==> src/rtl/pwm_multi.sv <==
// -----------------------------------------------------------------------------
// pwm_multi
//
// Multi-channel PWM generator. One shared period counter feeds CHANNELS
// independent duty comparators. Supports edge-aligned and center-aligned
// counting. Period, duty and mode are double-buffered: writes land in a
// pending register set and are copied to the active set only at a period
// boundary, so every output period is complete and glitch-free.
//
// Ports
//   clk           single clock, all state changes on the rising edge
//   rst           synchronous, active-high reset
//   en            1 = counter runs; 0 = counter, direction and outputs hold
//   period_in     new period value (pending until the next boundary)
//   period_we     write strobe for period_in
//   duty_in       new duty value
//   duty_ch       channel addressed by duty_we (values >= CHANNELS ignored)
//   duty_we       write strobe for duty_in into pending duty[duty_ch]
//   mode_in       0 = edge-aligned, 1 = center-aligned
//   mode_we       write strobe for mode_in
//   pwm_out       registered PWM outputs, one per channel
//   cnt           current counter value
//   period_start  one-cycle pulse in the first cycle of each period
//   upd_pending   high while a pending write has not yet been loaded
//
// Write strobes are single-cycle requests with no back-pressure: a write is
// accepted on any rising edge where its strobe is high and rst is low.
// -----------------------------------------------------------------------------
module pwm_multi #(
    parameter int WIDTH    = 8,
    parameter int CHANNELS = 4,
    parameter int CH_W     = (CHANNELS > 1) ? $clog2(CHANNELS) : 1
) (
    input  logic                clk,
    input  logic                rst,
    input  logic                en,
    input  logic [WIDTH-1:0]    period_in,
    input  logic                period_we,
    input  logic [WIDTH-1:0]    duty_in,
    input  logic [CH_W-1:0]     duty_ch,
    input  logic                duty_we,
    input  logic                mode_in,
    input  logic                mode_we,
    output logic [CHANNELS-1:0] pwm_out,
    output logic [WIDTH-1:0]    cnt,
    output logic                period_start,
    output logic                upd_pending
);

    localparam logic [WIDTH-1:0] ONE      = WIDTH'(1);
    localparam logic [CH_W:0]    CH_LIMIT = (CH_W + 1)'(CHANNELS);

    // Counting direction, only meaningful in center-aligned mode.
    typedef enum logic {
        DIR_UP   = 1'b0,
        DIR_DOWN = 1'b1
    } dir_t;

    dir_t             dir;

    // Active configuration (used by counter and comparators).
    logic [WIDTH-1:0] act_period;
    logic             act_mode;
    logic [WIDTH-1:0] act_duty  [CHANNELS];

    // Pending configuration (written by the strobes).
    logic [WIDTH-1:0] pend_period;
    logic             pend_mode;
    logic [WIDTH-1:0] pend_duty [CHANNELS];

    logic [WIDTH-1:0] top_cnt;      // effective period minus one
    logic             at_boundary;  // counter is in the last cycle of a period
    logic             boundary;     // boundary edge actually taken (needs en)
    logic             duty_ok;
    logic             wr_any;

    // A period of 0 behaves like a period of 1, so the top count is 0 for both.
    always_comb begin
        top_cnt = '0;
        if (act_period != '0) begin
            top_cnt = act_period - ONE;
        end
    end

    // Edge mode ends a period on the top count; center mode ends it when the
    // down-count reaches 0.
    always_comb begin
        at_boundary = 1'b0;
        if (act_mode) begin
            at_boundary = (dir == DIR_DOWN) && (cnt == '0);
        end else begin
            at_boundary = (cnt == top_cnt);
        end
    end

    assign boundary = en && at_boundary;
    assign duty_ok  = ({1'b0, duty_ch} < CH_LIMIT);
    assign wr_any   = period_we || mode_we || (duty_we && duty_ok);

    // -------------------------------------------------------------------------
    // Counter and direction
    // -------------------------------------------------------------------------
    always_ff @(posedge clk) begin
        if (rst) begin
            cnt <= '0;
            dir <= DIR_UP;
        end else if (boundary) begin
            cnt <= '0;
            dir <= DIR_UP;
        end else if (en) begin
            if (!act_mode) begin
                // Not at the boundary, so cnt < top_cnt: no wrap possible.
                cnt <= cnt + ONE;
            end else begin
                case (dir)
                    DIR_UP: begin
                        // Turnaround: hold the top count for a second cycle.
                        if (cnt == top_cnt) begin
                            dir <= DIR_DOWN;
                        end else begin
                            cnt <= cnt + ONE;
                        end
                    end
                    DIR_DOWN: begin
                        // cnt == 0 while down is the boundary, handled above.
                        cnt <= cnt - ONE;
                    end
                    default: begin
                        dir <= DIR_UP;
                    end
                endcase
            end
        end
    end

    // -------------------------------------------------------------------------
    // Pending and active configuration registers
    // -------------------------------------------------------------------------
    // On a boundary the active set takes the pending values as they were
    // before this edge; a write on the same edge therefore waits a period.
    always_ff @(posedge clk) begin
        if (rst) begin
            act_period  <= '1;
            pend_period <= '1;
            act_mode    <= 1'b0;
            pend_mode   <= 1'b0;
            for (int i = 0; i < CHANNELS; i++) begin
                act_duty[i]  <= '0;
                pend_duty[i] <= '0;
            end
        end else begin
            if (boundary) begin
                act_period <= pend_period;
                act_mode   <= pend_mode;
                for (int i = 0; i < CHANNELS; i++) begin
                    act_duty[i] <= pend_duty[i];
                end
            end
            if (period_we) begin
                pend_period <= period_in;
            end
            if (mode_we) begin
                pend_mode <= mode_in;
            end
            for (int i = 0; i < CHANNELS; i++) begin
                if (duty_we && (duty_ch == CH_W'(i))) begin
                    pend_duty[i] <= duty_in;
                end
            end
        end
    end

    // -------------------------------------------------------------------------
    // Status flags
    // -------------------------------------------------------------------------
    always_ff @(posedge clk) begin
        if (rst) begin
            period_start <= 1'b0;
            upd_pending  <= 1'b0;
        end else begin
            period_start <= boundary;
            if (boundary) begin
                // Everything pending has just been loaded, except a write
                // arriving on this very edge.
                upd_pending <= wr_any;
            end else if (wr_any) begin
                upd_pending <= 1'b1;
            end
        end
    end

    // -------------------------------------------------------------------------
    // Comparators: output lags the counter by one cycle
    // -------------------------------------------------------------------------
    always_ff @(posedge clk) begin
        if (rst) begin
            pwm_out <= '0;
        end else if (en) begin
            for (int i = 0; i < CHANNELS; i++) begin
                pwm_out[i] <= (cnt < act_duty[i]);
            end
        end
    end

endmodule

==> config.mk <==
export PLATFORM = sky130hd
export DESIGN_NAME = pwm_multi
export DESIGN_NICKNAME = d
export VERILOG_FILES = /design/src/rtl/pwm_multi.sv
export SDC_FILE = /design/constraint.sdc
export NUM_CORES = 1
export LEC_CHECK = 0
export ABC_CLOCK_PERIOD_IN_PS = 3300
export CORE_AREA = 4 4 81 139
export DETAILED_ROUTE_END_ITERATION = 8
export DIE_AREA = 0 0 85 143
export GPL_TIMING_DRIVEN = 0
export PLACE_DENSITY_LB_ADDON = 0.2
export REMOVE_ABC_BUFFERS = 1
export SLEW_MARGIN = 20
export SYNTH_ARGS = -nofsm -noshare
export SYNTH_HDL_FRONTEND = slang
export SYNTH_SLANG_ARGS = --single-unit
==> constraint.sdc <==
create_clock -name clk -period 3.3 [get_ports clk]
set_input_delay 0.66 -clock clk [delete_from_list [all_inputs] [get_ports clk]]
set_output_delay 0.66 -clock clk [all_outputs]
set_load 0.01 [all_outputs]
== Yosys cells after proc, flatten, opt, wreduce, memory -nomap -nowiden ==
Memories as Yosys holds them, arrays and structs flattened.
Index checks and enable logic that the tools add are counted.

* Input bits: 25
* RAM bits: 64
* Register bits: 33
* Memories kept: 2
* Output and inout port bits: 14
* Word-level logic and storage cells: 81

{| class="wikitable"
|+ Memories
! memory !! words !! bits a word !! read ports !! clocked after memory_dff !! write ports !! line !! RTL
|-
| act_duty || 4 || 8 || 4 || 0 || 4 || 64 || <nowiki>logic [WIDTH-1:0] act_duty [CHANNELS];</nowiki>
|-
| pend_duty || 4 || 8 || 4 || 0 || 4 || 69 || <nowiki>logic [WIDTH-1:0] pend_duty [CHANNELS];</nowiki>
|}

* Mux-type cells: 34
* $lt $le $gt $ge: 4
* Bitwise operators: 9
* Equality and inequality tests: 5
* Reduce and logical (&&, ||, !) cells: 15
* Add/sub/neg operators: 3

{| class="wikitable"
|+ Operators with widths
! operator !! number
|-
| 2-to-1 mux 8 bit || 11
|-
| < comparator 8 bit || 4
|-
| 2-to-1 mux 1 bit || 22
|-
| case mux 8 bit (2 select lines) || 1
|-
| subtractor 8 x 1 -> 8 bit (second input constant) || 2
|-
| adder 8 x 1 -> 8 bit (second input constant) || 1
|-
| equality test 8 bit || 1
|-
| zero test 8 bit || 1
|-
| bitwise OR 1 bit || 8
|-
| nonzero test 8 bit || 1
|-
| logical AND 1 bit || 6
|-
| equality test 2 bit (second input constant) || 2
|-
| AND reduction 2 bit || 2
|-
| != test 3 bit (second input constant) || 1
|-
| equality test 2 x 1 -> 1 bit (second input constant) || 1
|-
| zero test 2 bit || 1
|-
| logical OR 1 bit || 2
|-
| nonzero test 2 bit || 1
|-
| OR reduction 2 bit || 1
|-
| inverter 1 bit || 1
|}

== Longest topological paths before layout ==
* Depth in word-level cells: 9
* Depth in mapped cells: 11
* Depth with buffers taken out: 9

== Worst setup path before layout ==
OpenSTA, ideal clock, no wires.

* Kind: register to register
* Start point: register act_period[0]
* End point: memory act_duty[0][0], enable pin
* Clock period less this slack: 3654 ps
* Stages on the path, launching flop included: 10
* Buffers on the path: 1
* Data arrival time: 3036 ps
* Slack: -354 ps
* Library setup time: 618 ps
* Data required time: 2682 ps
* Path through: dfxtp_1 > inv_1 > ha_1 > clkbuf_1 > nor3b_1 > or4_1 > a311oi_1 > nor4_4 > nand4_2 > nand3_1

{| class="wikitable"
|+ RTL lines
! element !! line !! RTL
|-
| start, declared || 62 || <nowiki>logic [WIDTH-1:0] act_period;</nowiki>
|-
| start signal, assigned || 153 || <nowiki>act_period <= pend_period;</nowiki>
|-
| end, declared || 64 ||
|}

==> flow_summary.toml <==
[outcome]
status = "finished clean"

[floorplan]
pin_count = 39
die_h_um = 143
dieArea_um2 = 12160
core.rowCount = 49
core_area_um2 = 10240
die_w_um = 85
start_util_pct = 51.48

[place]
portBuffers = 38
gp_congestion = 0.8536
placed_cell_area_um2 = 5698
dpl.hpwl_um = 7656
placed_cells = 638
post-place-ws_ps = -58.21

[global_route]
grt-ovfl-total = 0
grt_pass1_wl_um = 17380
grt_max_degree = 34
antenna_found_initial = 0
grt_pass1_vias = 3626
grtUsageTotal_pct = 18.76

[clock_tree]
clk-insertion-delay-late_ps = 340
htreeDepth = 3
cts.sinks = 97
cts_tree = "done"
clkSlewWorstSetupHoldPaths_ps = 70
root_buffer = "clkbuf_16"
ctsHoldBuffers = 0
numCtsBuffers = 9
clockBufferDepth = 2

[detailed_routing]
first_pass_iters = 4
antenna_left = 0
drtIter0Drc = 114
finalWirelength_um = 10990
wl_per_cell_um = 16.72
drc = 0
viasPerCell = 5.592
vias = 3674

[critical_path]
endpoint_kind = "flop"
path_buf_inv = 1
rrSetupSlack_ps = 150
slowest_delay_ps = 630
critPathLaunchType = "flop"
crit_family = "simple AND/OR/NAND/NOR gates"
cp_data_required_time_ps = 3340
crit_slowest_cell = "or4_4"
path_cells = "or4_4, or4_1, and3_4, nor4_4, nand4_4, nand3_4, buf_12"
critical_path.max_fanout = 32
reg2reg_from = "act_period[2]$_SDFFE_PP1P_"
worstReg2RegEnd = "act_duty[3][6]$_SDFFCE_PN0P_"
arrival_ps = 3190
worstRegToRegCells = 7
critPathKind = "flop to flop"

[hold_path]
holdPathStages = 2
min_to = "pwm_out[0]$_SDFFE_PP0P_"
hp-class = "flop to flop"
hp-start = "pwm_out[0]$_SDFFE_PP0P_"

[logic_synthesis]
synth_area_leaders = "edfxtp_1 36%, dfxtp_1 13%, and2_1 7.6%"
ys_ff_latch = 97
async_reset_ff_share_pct = 0
synth_compound_area_share_pct = 10.28
yosys.area_share.simple_pct = 20.27
synth_top_family_by_area = "simple AND/OR/NAND/NOR gates"
synthTopCellsByCount = "64 x and2_1, 64 x edfxtp_1, 38 x inv_1"
synthAdderAreaFrac_pct = 7.596
netlist_instances = 498
synth_top_area_share_pct = 36.46
synth_edf_count = 64
netlist_area_um2 = 5271
ys.flop_type = "edfxtp_1"
yosys.area.top_type = "edfxtp_1"
syn_avg_cell_area_um2 = 10.58
muxShareOfSynthArea_pct = 6.385
synth_xor_area_share_pct = 1.258
synth_warnings = 0
yosysSeqAreaShare_pct = 48.99
synth_cell_type_count = 57

[timing]
rsz0062_at_grt = "false"
fin_crit_ps = 3152
fin_skew_ps = 5.478
setup_violations = 0
hold_viol_final = 0
slew_viol_final = 0
tightestPinTransition_ps = 1060
clock.fmax_ghz = 0.3172
fin_crit_sh_pct = 95.52
fin_ws_ps = 147.7
slew_headroom_pct = 28.57

[power_and_ir_drop]
power_density_nw_per_um2 = 434.3
vdd_ir_drop_max_mv = 0.3157
p_leak_nw = 2.391

[final_layout]
nNetsFinal = 583
antenna_cells = 0
fillerInstances = 855
instances_no_fill = 657
areaGrowthSynthToFinish_pct = 15.76
drive_gt1_share_pct = 9.623
stdcell_area_um2 = 6102

[job]
maxCapViolations = 0
[stage by stage]
step / hold slack, ps / TNS (ps) / utilization, % / power, mW
after detailed placement: 458.4 / -1446 / 55.65 / 1.640
after global routing: 490.1 / 0 / 59.60 / 2.745
after global placement: 454.1 / -78220 / 55.46 / 1.627
after floorplan: 442.4 / -10140 / - / 1.528
final: 467.7 / 0 / 59.60 / 2.650
after CTS: 469.2 / 0 / 58.72 / 2.665
[cells by family after synthesis]
kind of cell / Yosys count
buffers and inverters: 64
muxes: 32
DFF: 97
xor gates and xnor gates: 6
adders and majority gates: 32
AOI/OAI and AO/OA: 81
and+or+nand+nor: 186
[power by group]
group,internal (mW),leakage [nW],switching [mW],total [mW]
sequential,1.35,0.916,0.0352,1.39
combinational,0.110,1.33,0.116,0.226
clock,0.588,0.144,0.450,1.04
[cells in the final DEF, fill, tap and decap left out, drive strengths merged, types with 14 or more instances in the layout]
cell,instances
nor3,14
mux2i,19
and2,64
nand2,27
dfxtp,33
a21oi,30
inv,41
edfxtp,64
ha,32
nor2,29
clkdlybuf4s50,37
[tightest hold or removal path, stage by stage, from the launching register on]
cell and delay, ps:
dfxtp_1 310, nand2_1 60, a21oi_1 50
[layout make-up]
| type | count | area [um^2] | area share [%] |
|---|---|---|---|
| clock buffers | 9 | 225.2 | 3.691 |
| clock inverters | 6 | 65.06 | 1.066 |
| inverters | 38 | 142.6 | 2.338 |
| multi-input cells | 338 | 2472 | 40.52 |
| flip-flops and latches | 97 | 2582 | 42.32 |
| well taps | 127 | 158.9 | 2.604 |
| repair buffers | 42 | 455.4 | 7.464 |
[routing by layer]
layer  share of wire [%]  vias up  track usage, %
li1                    -     1824               -
met1                  37     1724           18.15
met2                  56       99           36.48
met3                 4.6       27           3.811
met4                 2.9        0           9.425
met5                   0        -               0
[worst max path at each step]
stage	from	end	slack [ps]	depth (start not counted)
floorplan	act_period[0]$_SDFFE_PP1P_	act_duty[0][0]$_SDFFCE_PN0P_	-280	8
global placement	rst	act_duty[0][7]$_SDFFCE_PN0P_	-1550	3
detailed placement	act_period[2]$_SDFFE_PP1P_	act_duty[0][4]$_SDFFCE_PN0P_	-60	7
CTS	act_period[2]$_SDFFE_PP1P_	act_duty[0][4]$_SDFFCE_PN0P_	50	7
global route	act_period[2]$_SDFFE_PP1P_	act_duty[3][3]$_SDFFCE_PN0P_	50	7
finish	act_period[2]$_SDFFE_PP1P_	act_duty[3][6]$_SDFFCE_PN0P_	150	7
[sequential cells by signal (all words and copies together) (netlist names)]
| signal | cells |
|---|---|
| pend_mode | 1 |
| pend_duty | 32 |
| pwm_out | 4 |
| act_period | 8 |
| act_duty | 32 |
| pend_period | 8 |
| cnt | 8 |
| upd_pending | 1 |
| dir | 1 |
| act_mode | 1 |
| period_start | 1 |
[repair_timing]
item / CTS / global route
gates cloned: 0 / 1
gates resized for setup: 1 / 7
pin swaps: 2 / 1
setup buffers: 1 / 2
setup endpoints to repair: 34 / 72
Note: power is estimated with default switching activity, not from simulation.
